<file path="src/rtl/m_extension_unit_if.sv">
// Handshake and data bundle between the core and the iterative RV32M unit.
// The core drives the request side (master); the unit answers with busy/done/result (slave).
interface m_extension_unit_if #(
  parameter int unsigned XLEN = 32
);
  logic            start;
  logic            flush;
  logic [4:0]      alu_function;
  logic [XLEN-1:0] operand_a;
  logic [XLEN-1:0] operand_b;
  logic            busy;
  logic            done;
  logic [XLEN-1:0] result;

  modport master (
    output start,
    output flush,
    output alu_function,
    output operand_a,
    output operand_b,
    input  busy,
    input  done,
    input  result
  );

  modport slave (
    input  start,
    input  flush,
    input  alu_function,
    input  operand_a,
    input  operand_b,
    output busy,
    output done,
    output result
  );
endinterface

</file>
<file path="src/rtl/m_extension_unit.sv">
// Iterative RV32M unit: radix-2 shift-add multiply and restoring divide on operand magnitudes,
// one bit per cycle, with sign fix-up and divide special cases applied in the FINISH cycle.
module m_extension_unit #(
  parameter int unsigned XLEN   = 32,
  parameter int unsigned CYCLES = 32
) (
  input logic              clock,
  input logic              reset_n,
  m_extension_unit_if.slave bus
);

  localparam logic [4:0] ALU_MUL    = 5'd16;
  localparam logic [4:0] ALU_MULH   = 5'd17;
  localparam logic [4:0] ALU_MULHSU = 5'd18;
  localparam logic [4:0] ALU_MULHU  = 5'd19;
  localparam logic [4:0] ALU_DIV    = 5'd20;
  localparam logic [4:0] ALU_DIVU   = 5'd21;
  localparam logic [4:0] ALU_REM    = 5'd22;
  localparam logic [4:0] ALU_REMU   = 5'd23;

  localparam int unsigned CntW = $clog2(CYCLES);

  typedef enum logic [1:0] {StIdle, StCalc, StFinish} state_e;

  state_e state_q, state_d;

  logic [4:0]        func_q;
  logic [XLEN-1:0]   a_q;
  logic [XLEN-1:0]   b_mag_q;
  logic              a_neg_q;
  logic              b_neg_q;
  logic [2*XLEN-1:0] acc_q;
  logic [CntW-1:0]   counter_q;
  logic              done_q;
  logic [XLEN-1:0]   result_q;

  logic accept;
  logic last_iter;

  assign accept    = (state_q == StIdle) && bus.start && !bus.flush;
  assign last_iter = (counter_q == CntW'(CYCLES - 1));

  // ---------------------------------------------------------------------------
  // FSM
  // ---------------------------------------------------------------------------
  always_ff @(posedge clock or negedge reset_n) begin
    if (!reset_n) begin
      state_q <= StIdle;
    end else begin
      state_q <= state_d;
    end
  end

  always_comb begin
    state_d = state_q;
    case (state_q)
      StIdle:   if (accept) state_d = StCalc;
      StCalc: begin
        if (bus.flush)      state_d = StIdle;
        else if (last_iter) state_d = StFinish;
      end
      StFinish: state_d = StIdle;
      default:  state_d = StIdle;
    endcase
  end

  always_comb begin
    bus.busy = (state_q == StCalc) || (state_q == StFinish);
  end

  assign bus.done   = done_q;
  assign bus.result = result_q;

  // ---------------------------------------------------------------------------
  // Operand decode at accept time
  // ---------------------------------------------------------------------------
  logic            in_a_signed;
  logic            in_b_signed;
  logic            in_a_neg;
  logic            in_b_neg;
  logic [XLEN-1:0] in_a_mag;
  logic [XLEN-1:0] in_b_mag;

  always_comb begin
    in_a_signed = (bus.alu_function == ALU_MUL)    || (bus.alu_function == ALU_MULH) ||
                  (bus.alu_function == ALU_MULHSU) || (bus.alu_function == ALU_DIV)  ||
                  (bus.alu_function == ALU_REM);
    in_b_signed = (bus.alu_function == ALU_MUL) || (bus.alu_function == ALU_MULH) ||
                  (bus.alu_function == ALU_DIV) || (bus.alu_function == ALU_REM);
    in_a_neg    = in_a_signed && bus.operand_a[XLEN-1];
    in_b_neg    = in_b_signed && bus.operand_b[XLEN-1];
    in_a_mag    = in_a_neg ? -bus.operand_a : bus.operand_a;
    in_b_mag    = in_b_neg ? -bus.operand_b : bus.operand_b;
  end

  // ---------------------------------------------------------------------------
  // One iteration of multiply or divide
  // ---------------------------------------------------------------------------
  logic              is_div;
  logic [XLEN-1:0]   mul_addend;
  logic [XLEN:0]     mul_sum;
  logic [2*XLEN-1:0] mul_next;
  logic [XLEN:0]     div_hi;
  logic              div_ge;
  logic [XLEN-1:0]   div_diff;
  logic [2*XLEN-1:0] div_next;

  always_comb begin
    is_div     = (func_q == ALU_DIV) || (func_q == ALU_DIVU) ||
                 (func_q == ALU_REM) || (func_q == ALU_REMU);
    // Multiply: {hi, lo} with lo holding the shifting multiplier magnitude.
    mul_addend = acc_q[0] ? b_mag_q : {XLEN{1'b0}};
    mul_sum    = {1'b0, acc_q[2*XLEN-1:XLEN]} + {1'b0, mul_addend};
    mul_next   = {mul_sum, acc_q[XLEN-1:1]};
    // Divide: {rem, quo}; shifted remainder may need XLEN+1 bits before the trial subtract.
    div_hi     = acc_q[2*XLEN-1:XLEN-1];
    div_ge     = (div_hi >= {1'b0, b_mag_q});
    div_diff   = div_hi[XLEN-1:0] - b_mag_q;
    div_next   = {(div_ge ? div_diff : div_hi[XLEN-1:0]), acc_q[XLEN-2:0], div_ge};
  end

  // ---------------------------------------------------------------------------
  // Sign fix-up and special cases
  // ---------------------------------------------------------------------------
  logic              sign_diff;
  logic              b_zero;
  logic [2*XLEN-1:0] prod;
  logic [XLEN-1:0]   quo;
  logic [XLEN-1:0]   rem;
  logic [XLEN-1:0]   result_fix;

  always_comb begin
    sign_diff = a_neg_q ^ b_neg_q;
    b_zero    = (b_mag_q == {XLEN{1'b0}});
    prod      = sign_diff ? -acc_q : acc_q;
    quo       = acc_q[XLEN-1:0];
    rem       = acc_q[2*XLEN-1:XLEN];
    result_fix = {XLEN{1'b0}};
    case (func_q)
      ALU_MUL:    result_fix = prod[XLEN-1:0];
      ALU_MULH,
      ALU_MULHSU,
      ALU_MULHU:  result_fix = prod[2*XLEN-1:XLEN];
      ALU_DIV:    result_fix = b_zero ? {XLEN{1'b1}} : (sign_diff ? -quo : quo);
      ALU_DIVU:   result_fix = b_zero ? {XLEN{1'b1}} : quo;
      ALU_REM:    result_fix = b_zero ? a_q : (a_neg_q ? -rem : rem);
      ALU_REMU:   result_fix = b_zero ? a_q : rem;
      default:    result_fix = {XLEN{1'b0}};
    endcase
  end

  // ---------------------------------------------------------------------------
  // Datapath registers
  // ---------------------------------------------------------------------------
  always_ff @(posedge clock or negedge reset_n) begin
    if (!reset_n) begin
      func_q    <= 5'd0;
      a_q       <= {XLEN{1'b0}};
      b_mag_q   <= {XLEN{1'b0}};
      a_neg_q   <= 1'b0;
      b_neg_q   <= 1'b0;
      acc_q     <= {2*XLEN{1'b0}};
      counter_q <= {CntW{1'b0}};
      done_q    <= 1'b0;
      result_q  <= {XLEN{1'b0}};
    end else begin
      done_q <= 1'b0;
      case (state_q)
        StIdle: begin
          if (accept) begin
            func_q    <= bus.alu_function;
            a_q       <= bus.operand_a;
            b_mag_q   <= in_b_mag;
            a_neg_q   <= in_a_neg;
            b_neg_q   <= in_b_neg;
            acc_q     <= {{XLEN{1'b0}}, in_a_mag};
            counter_q <= {CntW{1'b0}};
          end
        end
        StCalc: begin
          if (!bus.flush) begin
            acc_q     <= is_div ? div_next : mul_next;
            counter_q <= counter_q + 1'b1;
          end
        end
        StFinish: begin
          if (!bus.flush) begin
            result_q <= result_fix;
            done_q   <= 1'b1;
          end
        end
        default: ;
      endcase
    end
  end

endmodule

</file>
<file path="src/flat_wrapper.sv">
// flat-port wrapper written by rule: the top's interface ports become plain ports
module m_extension_unit_flat 
#(
  parameter int unsigned XLEN   = 32,
  parameter int unsigned CYCLES = 32
)
  (clock, reset_n, bus_start, bus_flush, bus_alu_function, bus_operand_a, bus_operand_b, bus_busy, bus_done, bus_result);
  m_extension_unit_if #(.XLEN(XLEN)) bus_i ();
  input logic clock;
  input logic reset_n;
  input wire logic [$bits(bus_i.start)-1:0] bus_start;
  input wire logic [$bits(bus_i.flush)-1:0] bus_flush;
  input wire logic [$bits(bus_i.alu_function)-1:0] bus_alu_function;
  input wire logic [$bits(bus_i.operand_a)-1:0] bus_operand_a;
  input wire logic [$bits(bus_i.operand_b)-1:0] bus_operand_b;
  output wire logic [$bits(bus_i.busy)-1:0] bus_busy;
  output wire logic [$bits(bus_i.done)-1:0] bus_done;
  output wire logic [$bits(bus_i.result)-1:0] bus_result;
  assign bus_i.start = bus_start;
  assign bus_i.flush = bus_flush;
  assign bus_i.alu_function = bus_alu_function;
  assign bus_i.operand_a = bus_operand_a;
  assign bus_i.operand_b = bus_operand_b;
  assign bus_busy = bus_i.busy;
  assign bus_done = bus_i.done;
  assign bus_result = bus_i.result;
  m_extension_unit #(.XLEN(XLEN), .CYCLES(CYCLES)) u_core (.clock(clock), .reset_n(reset_n), .bus(bus_i));
endmodule
</file>
<file path="config.mk">
export PLATFORM = sky130hd
export DESIGN_NAME = m_extension_unit_flat
export DESIGN_NICKNAME = d
export VERILOG_FILES = /design/src/rtl/m_extension_unit_if.sv /design/src/rtl/m_extension_unit.sv /design/src/flat_wrapper.sv
export SDC_FILE = /design/constraint.sdc
export NUM_CORES = 1
export LEC_CHECK = 0
export BUFFER_PORTS_ARGS = -buffer_cell sky130_fd_sc_hd__buf_4
export CAP_MARGIN = 10
export CORE_MARGIN = 2
export CORE_UTILIZATION = 45
export CTS_BUF_LIST = sky130_fd_sc_hd__clkbuf_16
export DETAILED_ROUTE_END_ITERATION = 6
export PLACE_DENSITY_LB_ADDON = 0.2
export SYNTH_ARGS = -nofsm -noshare
export SYNTH_HDL_FRONTEND = slang
export SYNTH_SLANG_ARGS = --single-unit
</file>
<file path="constraint.sdc">
create_clock -name clock -period 10.08 [get_ports clock]
set_input_delay 2.016 -clock clock [delete_from_list [all_inputs] [get_ports clock]]
set_output_delay 2.016 -clock clock [all_outputs]
set_load 0.02 [all_outputs]
</file>
## After elaboration in Yosys (flattened, before gate mapping)

Cells that the tools add are included.

| storage, ports and cells | value |
|---|---|
| register bits after elaboration | 175 |
| bits in latches | 0 |
| RAM bits | 0 |
| bits in read-only memories | 0 |
| input port bits | 73 |
| output and inout bits | 34 |
| logic and storage cells | 88 |
| memories | 0 |

| cells by class | value |
|---|---|
| add/sub/neg operators | 8 |
| multiply operators | 0 |
| div/mod/pow operators | 0 |
| magnitude comparators | 1 |
| equal/unequal tests | 19 |
| shifts and indexed selects | 0 |
| mux-type cells | 25 |
| bitwise operators | 2 |
| reductions and logical operators | 23 |

Operator list:

| operator | count |
|---|---|
| $mux 32 | 10 |
| $mux 64 | 4 |
| $pmux 32 s6 | 1 |
| $neg 32->32 | 4 |
| $pmux 64 s2 | 1 |
| $eq 5x5->1 const B | 14 |
| $neg 64->64 | 1 |
| $add 32x32->33 | 1 |
| $ge 33x32->1 | 1 |
| $logic_not 32->1 | 1 |
| $sub 32x32->32 | 1 |
| $logic_or 1x1->1 | 10 |
| $mux 5 | 2 |
| $pmux 5 s2 | 1 |
| $mux 2 | 3 |
| $reduce_and 2->1 | 3 |
| $add 5x1->5 const B | 1 |
| $logic_and 1x1->1 | 4 |
| $pmux 2 s2 | 1 |
| $ne 3x2->1 const B | 1 |
| $reduce_and 3->1 | 1 |
| $reduce_or 3->1 | 1 |
| $eq 2x1->1 const B | 1 |
| $eq 2x2->1 const B | 1 |
| 8 further kinds | 9 |

## Depth between registers and ports, before layout

| depth | value |
|---|---|
| depth after elaboration | 9 |
| mapped depth | 14 |
| gate-level depth less buffers | 13 |

## Worst setup path after synthesis

Ideal clock, no wire load.

| timing | value |
|---|---|
| path kind | input to register |
| start point | input port bus_operand_b[1] |
| end point | register u_core.b_mag_q[29] |
| setup time | 134 ps |
| arrival time | 4452 ps |
| data required time | 9946 ps |
| path slack | 5493 ps |
| cell stages on the path | 9 |
| buffers on the path | 0 |
| path through | nor4_1 nand2_1 or4_1 nand2b_1 or3_1 or4_1 o31ai_1 xor2_1 o21ai_0 |

| on the way | value |
|---|---|
| cells in the longest elaborated chain, start to end | 2 |

Ends and longest elaborated chain:

| what | RTL line | RTL |
|---|---|---|
| start, declared | flat_wrapper.sv:15 | `input wire logic [$bits(bus_i.operand_b)-1:0] bus_operand_b;` |
| $neg 32->32 | m_extension_unit.sv:93 | `in_b_mag = in_b_neg ? -bus.operand_b : bus.operand_b;` |
| $mux 32 | m_extension_unit.sv:93 |  |
| end signal, assigned | m_extension_unit.sv:159 | `b_mag_q <= {XLEN{1'b0}};` |
| end signal, assigned | m_extension_unit.sv:173 | `b_mag_q <= in_b_mag;` |
| end, declared | m_extension_unit.sv:29 | `logic [XLEN-1:0] b_mag_q;` |

No other way between the ends.
A chain may end at the register's enable or synchronous reset.

## Worst setup path after layout

Ends and elaborated chain as after synthesis.

==> metrics.txt <==
mean area per synthesized cell=about 7.6 sq um; CTS tree=yes; final number of hold-violating endpoints=0; Post-synth EDFFs=0; Clock Skews=0.0136 ns; cts hold-fix bufs=0; CTS root buffer=clkbuf_16; largest net degree at the start of global routing=100; FF-to-FF Start=u_core.acc_q[31]$_DFFE_PN0P_; Rows=slightly below 70; Worst-Margin Slew=around 1.2 ns; initial antenna violation count=0; Antenna Nets Post-Route=0; synthesized instance count=2094; Slew Viols, Final=0; setup TNS=0 ns; Setup crit end=u_core.b_mag_q[29]$_DFFE_PN0P_; Final setup viols=0; vias in the first global route=15400; Worst R2R End=u_core.acc_q[62]$_DFFE_PN0P_; Worst slew margin=about 17%; Util after Layout=around half; vias post-DR=16500; max-cap violations=0; #FFs+latches synth=175; critical path startpoint category=input port; top cell type's share of synthesized area=27.7%; fill count=3525; Routed WL per cell=around 23 um; arrival time worst endpoint=4.91 ns; post-synthesis sequential area ratio=around 28%; Worst Path Max Fanout=5; reg2reg path depth=13; die width=roughly 190 um; Setup Crit Path Kind=input port to register; Sink Count=between 150 and 200; worst skew pair latency=0.47 ns; TritonCTS buffer count=17; WP data required=between 10 and 15 ns; Pre-Repair DR Iteration Count=6; area grow syn2layout=9.74%; Starting DRT DRC Count=slightly above 2000; reg-to-reg setup timing slack=5.66 ns; post-cts gate resize count=0; Reg clk slew, reported paths=0.07 ns; WHS=0.481 ns; non-filler cells, final=2566; fmax=~220 MHz; Tcrit/Tclk final=45.5%; syn nets=around 2200; Leak=7.47 nW; Distinct cells, synth=77; grt total ovfl=0; DP Wirelength=~44 mm; biggest area consumer among synthesized cells=dfrtp_1; Post-CTS Setup Inserts=0; Peak VDD IR=0.000173 V; Synth Cell Area=15800 sq um; I/O pin cnt=about 110; Die Ht=192 um; status=finished, final reports clean; post-detailed-route via-to-cell ratio=6.42; Ys Warns=0; Cells after DPL=2534; fraction of layout cells with a size suffix above 1=10.3%; Hold Crit Class=register to register; DRC violations left=0; drt total wl=60.0 mm; Initial Util=45.8%; RSZ-0062 raised after global routing=no; CP Launch Point=bus_operand_b[1]; crit path capture type=register; most frequent cells after synthesis=278 x nand2_1, 232 x o21ai_0, 175 x dfrtp_1, 168 x a21oi_1, 166 x nor2_1; DIE AREA=36700 sq um; top cells by area in the synthesized netlist=dfrtp_1 28%, o21ai_0 7.3%, nand2_1 6.6%; first-pass GRT wire length=91.9 mm; Post-synth top flop=dfrtp_1; Longest Clk Path Bufs=2; gr usage total=33.0%; H-Tree Depth=4; Final min period=4.59 ns; PwrDens=~320 nW/um^2; Core ar.=around 35000 sq um; GPL Wtd Cong=0.965; # diodes=0; asr flop ratio synth=100%; port bufs=106; Final nets=between 2000 and 2500; top-count cell post-synth=nand2_1
## layer usage
metal / vias to the layer above / share of wire, % / wire, um / track usage (%)
li1: 7583 / - / - / -
met1: 7874 / 46 / 27400 / 48.8
met2: 885 / 40 / 23900 / 44.9
met3: 135 / 11 / 6610 / 8.94
met4: 0 / 3.4 / 2050 / 12.9
met5: - / 0 / 0 / 0
## power by group
group / internal, mW / total [mW] / switching (mW)
Clock: 0.312 / 0.623 / 0.311
Sequential: 0.943 / 1.47 / 0.523
Combinational: 1.24 / 3.39 / 2.15
Total: 2.49 / 5.48 / 2.98
## flip-flops by register name (all words and copies together) (netlist names)
| signal | flops |
|---|---|
| u_core.state_q | 2 |
| u_core.b_mag_q | 32 |
| u_core.a_q | 32 |
| u_core.acc_q | 64 |
| u_core.b_neg_q | 1 |
| u_core.bus.done | 1 |
| u_core.a_neg_q | 1 |
| u_core.bus.result | 32 |
| u_core.func_q | 5 |
| u_core.counter_q | 5 |
## layout by cell type (no fill, tap or decap), types with 12 or more instances in the layout
cell and n:
nand2_1 277, o21ai_0 232, dfrtp_1 175, a21oi_1 168, nor2_1 166, buf_4 130
xnor2_1 97, ha_1 72, inv_1 71, xor2_1 71, nand3_1 57, nor3_1 42
mux2_2 33, nor4_1 33, a31oi_1 32, o211ai_1 30, a21o_1 28, and3_1 23
nand2b_1 19, nor2b_1 19, a211oi_1 19, mux2i_1 19, or3_1 17, clkbuf_16 17
or4_1 16, o31ai_1 15, and2_1 14, o221ai_1 14, a221oi_1 13, a22oi_1 13
o21a_1 13, nand4_1 12, o22ai_1 12
## critical path: stages
cell	delay, ns
buf_4	0.12
nor4_1	0.48
nand2_1	0.13
or4_1	0.52
nand2b_1	0.22
or3_1	0.41
or4_1	0.47
o31ai_1	0.30
xor2_1	0.16
o21ai_0	0.09
## how the worst min path moves through the flow
| stage | to | start | cells after the start | slack [ns] |
|---|---|---|---|---|
| 2_1_floorplan | u_core.counter_q[4]$_DFFE_PN0P_ | u_core.counter_q[4]$_DFFE_PN0P_ | 2 | 0.45 |
| 3_3_place_gp | u_core.counter_q[4]$_DFFE_PN0P_ | u_core.counter_q[4]$_DFFE_PN0P_ | 2 | 0.46 |
| 3_5_place_dp | u_core.counter_q[4]$_DFFE_PN0P_ | u_core.counter_q[4]$_DFFE_PN0P_ | 2 | 0.47 |
| 4_1_cts | u_core.counter_q[4]$_DFFE_PN0P_ | u_core.counter_q[4]$_DFFE_PN0P_ | 2 | 0.48 |
| 5_1_grt | u_core.counter_q[4]$_DFFE_PN0P_ | u_core.counter_q[4]$_DFFE_PN0P_ | 2 | 0.52 |
| 6_report | u_core.counter_q[4]$_DFFE_PN0P_ | u_core.counter_q[4]$_DFFE_PN0P_ | 2 | 0.48 |
## layout make-up
type                       count  area, sq um  share of cell area [%]
multi-input combinational   1701        10600                    61.3
sequential                   175         4380                    25.2
timing repair buffer         131          987                    5.69
tap                          455          569                    3.28
clock buffer                  17          425                    2.45
inverter                      72          270                    1.56
clock inverter                15         93.8                   0.541
## per-stage QoR
step           cell area, sq um  worst slack [ns]  total power [mW]
6_report                  17400              5.49              5.48
3_5_place_dp              16800              4.98              4.72
4_1_cts                   17400              5.49              5.36
3_3_place_gp              16800              5.05              4.69
2_1_floorplan             15800              5.49              3.66
5_1_grt                   17400              5.29              5.84
## cells by family (layout without fill, tap and decap cells)
logic type,Yosys count,after routing,synth area share [%]
AND/OR/NAND/NOR,727,727,21.6
AO/OA/AOI/OAI,677,677,26.4
buffers and inverters,218,235,5.33
flip-flops,175,175,27.7
XOR/XNOR,170,170,9.41
adder cells (fa/ha/maj),75,75,6.03
multiplexers,52,52,3.55
Note: power is estimated with default switching activity, not from simulation.
